### config.mk
export PLATFORM = sky130hd
export DESIGN_NAME = mult_arbiter
export DESIGN_NICKNAME = d
export VERILOG_FILES = /design/src/rtl/mult_arbiter.sv
export SDC_FILE = /design/constraint.sdc
export NUM_CORES = 1
export LEC_CHECK = 0
export ABC_AREA = 1
export CORE_MARGIN = 8
export CORE_UTILIZATION = 55
export CTS_BUF_LIST = sky130_fd_sc_hd__clkbuf_2 sky130_fd_sc_hd__clkbuf_4 sky130_fd_sc_hd__clkbuf_8
export DETAILED_ROUTE_END_ITERATION = 8
export HOLD_SLACK_MARGIN = 0.05
export PLACE_DENSITY = 0.89
export SYNTH_ARGS = -nofsm -noshare
export SYNTH_HDL_FRONTEND = slang
export SYNTH_SLANG_ARGS = --single-unit
### constraint.sdc
create_clock -name clk -period 4.9 [get_ports clk]
set_input_delay 0.735 -clock clk [delete_from_list [all_inputs] [get_ports clk]]
set_output_delay 0.735 -clock clk [all_outputs]
set_load 0.02 [all_outputs]
### src/rtl/mult_arbiter.sv
// Shares one LAT-cycle pipelined multiplier among NREQ requesters; round-robin, or lowest-index-wins when MULT_ARB_FIXED_PRIO_EN is defined.
// Handshake to res_valid takes LAT+2 cycles; issue stalls on credit, so the non-stallable multiplier never overflows the result FIFO.
module mult_arbiter #(
   parameter  int DIM   = 8,
   parameter  int NREQ  = 4,
   parameter  int LAT   = 3,
   parameter  int DEPTH = 8,
   localparam int IDW   = $clog2(NREQ)
) (
   input  logic                  clk,
   input  logic                  n_rst,
   input  logic [NREQ-1:0]       req_valid,
   output logic [NREQ-1:0]       req_ready,
   input  logic [NREQ*DIM-1:0]   req_a,
   input  logic [NREQ*DIM-1:0]   req_b,
   output logic                  mul_valid,
   output logic [DIM-1:0]        mul_a,
   output logic [DIM-1:0]        mul_b,
   input  logic [2*DIM-1:0]      mul_p,
   output logic                  res_valid,
   input  logic                  res_ready,
   output logic [2*DIM-1:0]      res_p,
   output logic [IDW-1:0]        res_id
);

   localparam int PW = $clog2(DEPTH);
   localparam int CW = $clog2(DEPTH + 1);
   localparam int OW = $clog2(DEPTH + LAT + 2);

   logic [IDW-1:0]   ptr_q, ptr_d;
   logic             mul_valid_q, mul_valid_d;
   logic [DIM-1:0]   mul_a_q, mul_a_d, mul_b_q, mul_b_d;
   logic [IDW-1:0]   iss_id_q, iss_id_d;
   logic [LAT-1:0]   tag_vld_q, tag_vld_d;
   logic [IDW-1:0]   tag_id_q [LAT];
   logic [IDW-1:0]   tag_id_d [LAT];
   logic [2*DIM-1:0] fifo_p_q [DEPTH];
   logic [2*DIM-1:0] fifo_p_d [DEPTH];
   logic [IDW-1:0]   fifo_id_q [DEPTH];
   logic [IDW-1:0]   fifo_id_d [DEPTH];
   logic [PW-1:0]    wr_ptr_q, wr_ptr_d, rd_ptr_q, rd_ptr_d;
   logic [CW-1:0]    cnt_q, cnt_d;

   logic [OW-1:0]    outstanding;
   logic [IDW:0]     cand;
   logic [IDW-1:0]   win;
   logic             found, issue_ok, hs, push, pop;

   function automatic logic [PW-1:0] nxt(input logic [PW-1:0] p);
      return (p == PW'(DEPTH - 1)) ? '0 : p + PW'(1);
   endfunction

   // Everything issued but not yet popped holds a FIFO slot in reserve.
   always_comb begin
      outstanding = OW'(cnt_q) + OW'(mul_valid_q);
      for (int i = 0; i < LAT; i++) outstanding = outstanding + OW'(tag_vld_q[i]);
   end

   always_comb begin
      found = 1'b0;
      win   = '0;
      cand  = '0;
      for (int k = 0; k < NREQ; k++) begin
         cand = {1'b0, ptr_q} + (IDW+1)'(k);
         if (cand >= (IDW+1)'(NREQ)) cand = cand - (IDW+1)'(NREQ);
         if (!found && req_valid[cand[IDW-1:0]]) begin
            found = 1'b1;
            win   = cand[IDW-1:0];
         end
      end
   end

   assign issue_ok  = outstanding < OW'(DEPTH);
   assign hs        = found & issue_ok;
   assign req_ready = hs ? (NREQ'(1) << win) : '0;

   always_comb begin
      ptr_d       = ptr_q;
      mul_valid_d = hs;
      mul_a_d     = mul_a_q;
      mul_b_d     = mul_b_q;
      iss_id_d    = iss_id_q;
      if (hs) begin
         for (int i = 0; i < NREQ; i++) begin
            if (win == IDW'(i)) begin
               mul_a_d = req_a[i*DIM +: DIM];
               mul_b_d = req_b[i*DIM +: DIM];
            end
         end
         iss_id_d = win;
`ifdef MULT_ARB_FIXED_PRIO_EN
         ptr_d = '0;
`else
         ptr_d = (win == IDW'(NREQ - 1)) ? '0 : win + IDW'(1);
`endif
      end
   end

   // Tag stage 0 follows the issue register, so the last stage lines up with mul_p.
   always_comb begin
      tag_vld_d[0] = mul_valid_q;
      tag_id_d[0]  = iss_id_q;
      for (int i = 1; i < LAT; i++) begin
         tag_vld_d[i] = tag_vld_q[i-1];
         tag_id_d[i]  = tag_id_q[i-1];
      end
   end

   assign push = tag_vld_q[LAT-1];
   assign pop  = res_valid & res_ready;

   always_comb begin
      fifo_p_d  = fifo_p_q;
      fifo_id_d = fifo_id_q;
      wr_ptr_d  = wr_ptr_q;
      rd_ptr_d  = rd_ptr_q;
      cnt_d     = cnt_q;
      if (push) begin
         fifo_p_d[wr_ptr_q]  = mul_p;
         fifo_id_d[wr_ptr_q] = tag_id_q[LAT-1];
         wr_ptr_d            = nxt(wr_ptr_q);
      end
      if (pop) rd_ptr_d = nxt(rd_ptr_q);
      case ({push, pop})
         2'b10:   cnt_d = cnt_q + CW'(1);
         2'b01:   cnt_d = cnt_q - CW'(1);
         default: cnt_d = cnt_q;
      endcase
   end

   always_ff @(posedge clk or negedge n_rst) begin
      if (!n_rst) begin
         ptr_q       <= '0;
         mul_valid_q <= 1'b0;
         mul_a_q     <= '0;
         mul_b_q     <= '0;
         iss_id_q    <= '0;
         tag_vld_q   <= '0;
         for (int i = 0; i < LAT; i++) tag_id_q[i] <= '0;
         for (int i = 0; i < DEPTH; i++) begin
            fifo_p_q[i]  <= '0;
            fifo_id_q[i] <= '0;
         end
         wr_ptr_q    <= '0;
         rd_ptr_q    <= '0;
         cnt_q       <= '0;
      end else begin
         ptr_q       <= ptr_d;
         mul_valid_q <= mul_valid_d;
         mul_a_q     <= mul_a_d;
         mul_b_q     <= mul_b_d;
         iss_id_q    <= iss_id_d;
         tag_vld_q   <= tag_vld_d;
         tag_id_q    <= tag_id_d;
         fifo_p_q    <= fifo_p_d;
         fifo_id_q   <= fifo_id_d;
         wr_ptr_q    <= wr_ptr_d;
         rd_ptr_q    <= rd_ptr_d;
         cnt_q       <= cnt_d;
      end
   end

   fifo_no_overflow: assert property (@(posedge clk) disable iff (!n_rst)
      !(push && cnt_q == CW'(DEPTH)));

   assign mul_valid = mul_valid_q;
   assign mul_a     = mul_a_q;
   assign mul_b     = mul_b_q;
   assign res_valid = (cnt_q != '0);
   assign res_p     = fifo_p_q[rd_ptr_q];
   assign res_id    = fifo_id_q[rd_ptr_q];

endmodule

# ---- Word level (Yosys, flattened, before mapping)
# Cells that the tools add are included.
dict set report classes {
  addsub 16
  n_lt_le_gt_ge 12
  n_eq_ne 7
  shifts 1
  muxes 45
  bitwise_logic 4
  n_reduce_logical 12
}
# cell n
set op_table {}
lappend op_table {{$bwmux W128} 1}
lappend op_table {{$mux W8} 8}
lappend op_table {{$bmux W16 S3} 1}
lappend op_table {{$demux W16 S3} 1}
lappend op_table {{$mux W16} 3}
lappend op_table {{$mux W2} 12}
lappend op_table {{$add A4 B1 Y4} 4}
lappend op_table {{$bwmux W16} 1}
lappend op_table {{$lt A2 B3 Y1 const B} 4}
lappend op_table {{$ge A3 B3 Y1 const B} 3}
lappend op_table {{$bmux W1 S2} 4}
lappend op_table {{$ge A4 B4 Y1 const B} 2}
lappend op_table {{$mux W1} 8}
lappend op_table {{$not A3 Y4} 2}
lappend op_table {{$pmux W4 S2} 1}
lappend op_table {{$reduce_bool A4 Y1} 2}
lappend op_table {{$sub A2 B1 Y2 const B} 4}
lappend op_table {{$add A2 B2 Y3 const B} 2}
lappend op_table {{$add A3 B1 Y3 const B} 2}
lappend op_table {{$bmux W2 S3} 1}
lappend op_table {{$demux W2 S3} 1}
lappend op_table {{$eq A2 B2 Y1 const B} 3}
lappend op_table {{$eq A3 B3 Y1 const B} 2}
lappend op_table {{$mux W3} 2}
lappend op_table {{16 further kinds} 23}
dict set report word_totals {
  ff_bits 184
  inputBits 87
  out_inout_bits 40
  word_cells 125
}

# ---- Longest topological paths before layout
dict set report depth {
  depth_word 19
  ltp_mapped 19
  depth_no_buf 16
}

# ---- Least setup slack after synthesis
# OpenSTA, ideal clock, no wires.
dict set report synth_path {
  path_type {input port to output port}
  from {in req_valid[3]}
  to {out req_ready[1]}
  arrival_ps 2414
  required_ps 4165
  slack_ps 1751
  path_stages 14
  path_buffers 2
  cell_sequence {inv_1 nand2_2 nand3_2 nand2_2 nor2_4 nand3_1 nand2_1 nand2_1 inv_1 ha_1 clkbuf_1 inv_1 clkbuf_1 nor2_1}
}
dict set report synth_via {
  elab_chain_cells 14
}
# item line
set synth_rtl {}
lappend synth_rtl {{start, declared} 12} ;# input logic [NREQ-1:0] req_valid,
lappend synth_rtl {{$bmux W1 S2} 66} ;# if (!found && req_valid[cand[IDW-1:0]]) begin
lappend synth_rtl {{$mux W1 (not written as such)} 66}
lappend synth_rtl {{$mux W1} 66}
lappend synth_rtl {{$logic_not A1 Y1} 66}
lappend synth_rtl {{$logic_and A1 B1 Y1} 66}
lappend synth_rtl {{$mux W1} 66}
lappend synth_rtl {{$logic_not A1 Y1} 66}
lappend synth_rtl {{$logic_and A1 B1 Y1} 66}
lappend synth_rtl {{$mux W1} 66}
lappend synth_rtl {{$logic_not A1 Y1} 66}
lappend synth_rtl {{$logic_and A1 B1 Y1} 66}
lappend synth_rtl {{$mux W2 *} 66}
lappend synth_rtl {{named net win[0]} 46} ;# logic [IDW-1:0] win;
lappend synth_rtl {{$shl A1 B2 Y4 *} 75} ;# assign req_ready = hs ? (NREQ'(1) << win) : '0;
lappend synth_rtl {{$mux W4 *} 75}
lappend synth_rtl {{end, declared} 13} ;# output logic [NREQ-1:0] req_ready,
# Mark *: on every way through the listed nets, which the timed path passes. The rest lies on a longest branch. The select of a mux whose other input is x is not followed.

# ---- Worst setup path in the final report
dict set report layout_path {
  from {reg ptr_q[0]}
  to {out req_ready[1]}
}
dict set report layout_via {
  elab_chain_cells 16
}
# item line
set layout_rtl {}
lappend layout_rtl {{start, declared} 30} ;# logic [IDW-1:0] ptr_q, ptr_d;
lappend layout_rtl {{start signal, assigned} 148} ;# ptr_q <= ptr_d;
lappend layout_rtl {{parallel branches: the longest is 13 deep, another holds $add A2 B1 Y3} -}
lappend layout_rtl {{$mux W2 *} 66}
lappend layout_rtl {{named net win[1]} 46}
lappend layout_rtl {{$shl A1 B2 Y4 *} 75}
lappend layout_rtl {{$mux W4 *} 75}
# Mark *: on every way through the listed nets, which the timed path passes. The select of a mux whose other input is x is not followed.

==> summary.md <==
| Metric | Value |
|---|---|
| Outcome | completed |
| Clk slew on worst S/H paths | 0.08 ns |
| Placeable core area | 15800 um^2 |
| Ant. Diodes | 0 |
| Layout cells sized above 1 | 0.0787 |
| Final ANT Viol Nets | 0 |
| XOR/XNOR share of the synthesized area | 0.00395 |
| Clk sinks | 184 |
| Bufs and invs on worst path | 4 |
| Worst slew margin | 0.343 |
| Crit path max fanout | 18 |
| Sequential standard cell area | 4610 um^2 |
| Total global routing overflow | 0 |
| Yosys warnings | 0 |
| Largest net degree at the start of global routing | approximately 110 |
| CTS tree | yes |
| Routed WL | 22700 um |
| Worst Tran Pin Value | 0.985 ns |
| Global-route wire length before repair | roughly 38000 um |
| Initial antenna violation count | 0 |
| Fin crit share | 0.885 |
| Simple-gate share of the synthesized area | 0.202 |
| DR WL/cell | 16.4 um |
| Met3 WL | 2090 um |
| Placed cell area | 10200 um^2 |
| Delay-heaviest family, CP | buffers and inverters |
| Layout Skew | around 0.012 ns |
| Post-Place Cells | 1353 |
| Die area | ~20000 um^2 |
| Design area | approximately 11000 um^2 |
| Post-Syn Area | ~9000 um^2 |
| P_leak | 4.88 nW |
| Clk_lat worst skew | around 0.47 ns |
| DR pass1 iterations | 6 |
| H-tree depth | 4 |
| Hold WS | ~0.34 ns |
| CTS buffer count | 17 |
| CP endpoint kind | primary output |
| Chip width | 143 um |
| Seq/Total Area, Yosys | 0.520 |
| GRT Util Overall | 0.234 |
| Chip height | 143 um |
| Final GP Congestion | 0.834 |
| Vias per cell | about 5.6 |
| DRC viols | 0 |
| Hold_buf cts | 0 |
| Adder-cell share of the synthesized area | 0.0206 |
| Clk root buf | clkbuf_8 |
| Final slew viol count | 0 |
| Vias in the first global route | 7896 |
| Most common cell after layout, fill and taps aside | nand2_1 |
| VDD IR max | 0.733 mV |
| CP max stage delay | 0.62 ns |
| Max cap viols | 0 |
| Setup violators final | 0 |
| Port bufs | 126 |
| Critical Path RT | between 4 and 5 ns |
| RSZ-0062 raised after global routing | false |
| Post-synthesis instance total | 1059 |
| CP Launch Type | flop |
| Final worst slack | between 0.5 and 0.6 ns |
| Final hold viol count | 0 |
| Initial DRC count | 648 |
| Initial Util | 0.560 |
| Slowest cell on crit path | clkdlybuf4s50_1 |
| CP Cell Sequence | inv_2 -> nand2_1 -> nand2_2 -> nand2_2 -> nand2_2 -> nor2_4 -> nand3_1 -> nand2_1 -> nand2_1 -> inv_1 -> ha_2 -> inv_1 -> nor2_1 -> clkdlybuf4s50_1 |
| #FFs+latches synth | ~180 |
| Resized Gates After CTS | 0 |
| Largest family of logic cells by synthesized area | simple AND/OR/NAND/NOR gates |
| DP Wirelength | 14600 um |
| Routed vias | a little under 8000 |
| IO Pins | 127 |
| Multi-input gate area | 3770 um^2 |
| Tot Pwr | 8.70 mW |
| Fin util | 0.670 |
| Layout Nets | 1257 |
| Area growth, synth to finish | 19.6% |
| WL met2 | ~11000 um |
| Library cells used by synthesis | 32 |
| Mux share of post-synthesis cell area | 0 |
| Pwr dens | 821 nW/um^2 |
| FMAX | between 200 and 250 MHz |
| Filler cells | between 1000 and 1500 |
| TNS Setup | 0 ns |
| Most frequent cells in the layout | 258 x nand2_1, 188 x o21ai_0, 182 x dfrtp_1 |
| Syn Area/Cell | between 8 and 9 um^2 |
| DRT met1 WL | 9290 um |
| CP Data Arrival Time | 3.60 ns |
| Crit path time final | roughly 4.3 ns |
| CP Class | reg -> out |
| Syn_nets | 1160 |
| Cell Rows | 46 |
| Non-Filler Instances | 1385 |
| Pre-CTS WS | 0.352 ns |
| Setup bufs post-CTS | 0 |
| Compound-Gate Fraction of Synth Area | 0.198 |
| Hold Crit Class | in -> async |
| Longest Clk Path Bufs | 2 |
| DR top layer | met4 |
==> synth_stat cells (all sizes together) <==
master | count | area [um^2]
a21oi | 20 | 100
a22oi | 16 | 120
a31oi | 1 | 6.26
buf | 22 | 150
clkbuf | 42 | 158
clkinv | 1 | 3.75
dfrtp | 184 | 4600
fa | 1 | 20.0
ha | 13 | 163
inv | 47 | 176
nand2 | 269 | 1040
nand3 | 17 | 113
nand4 | 1 | 6.26
nor2 | 161 | 614
nor3 | 1 | 16.3
o21a | 16 | 120
o21ai | 206 | 1090
o32ai | 36 | 315
or2 | 1 | 6.26
xnor2 | 1 | 8.76
xor2 | 3 | 26.3
==> power breakdown <==
part           switching, mW  internal, mW
Clock                  0.515         0.425
Sequential             0.485          2.30
Combinational           3.03          1.95
==> kinds of logic after synthesis <==
| logic type | Yosys count |
|---|---|
| AOI/OAI and AO/OA | 295 |
| buffers and inverters | 112 |
| xor gates and xnor gates | 4 |
| and+or+nand+nor | 450 |
| adders and majority gates | 14 |
| DFF | 184 |
==> worst register-to-register path, stage by stage (launching register included) <==
cell     delay (ns)
dfrtp_1        0.59
inv_2          0.15
nand2_1        0.10
nand2_2        0.10
nand2_2        0.09
nand2_2        0.07
nor2_4         0.13
nand3_1        0.11
nand2_1        0.11
nand2_1        0.11
ha_1           0.22
buf_4          0.20
nor2_1         0.75
a22oi_1        0.22
o21a_1         0.19
o21ai_2        0.12
==> routing by layer <==
layer / global-route usage / vias to the layer above
met5: 0 / -
met4: 0.110 / 0
met3: 0.0741 / 64
met2: 0.371 / 364
met1: 0.286 / 3640
li1: - / 3707
==> final timing paths <==
path / from / to / slack [ns] / depth (start not counted)
worst min-delay path: n_rst / fifo_p_q[86] / 0.34 / 1
worst max register to register: ptr_q[0] / mul_b[2] / 1.55 / 15
worst min register to register: tag_id_d[2] / tag_id_d[0] / 0.34 / 0
max in group asynchronous: n_rst / fifo_id_q[0] / 3.60 / 2
min in group clk: tag_id_d[2] / tag_id_d[0] / 0.35 / 0
worst max-delay path: ptr_q[0] / req_ready[1] / 0.56 / 14
==> area by class of cell <==
type / instances / share of cell area
timing repair buffer: 142 / 0.133
clock buffer: 25 / 0.0301
multi-input combinational: 763 / 0.356
tap: 216 / 0.0255
sequential: 184 / 0.435
inverter: 48 / 0.0170
clock inverter: 7 / 0.00413
==> sequential cells by signal (all words and copies together) (netlist names) <==
signal,flops
fifo_p_q,128
fifo_id_q,16
tag_vld_q,3
mul_b,8
mul_valid,1
wr_ptr_q,3
mul_a,8
cnt_q,4
iss_id_q,2
tag_id_d,4
ptr_q,2
tag_id_q,2
rd_ptr_q,3
Note: power is estimated with default switching activity, not from simulation.
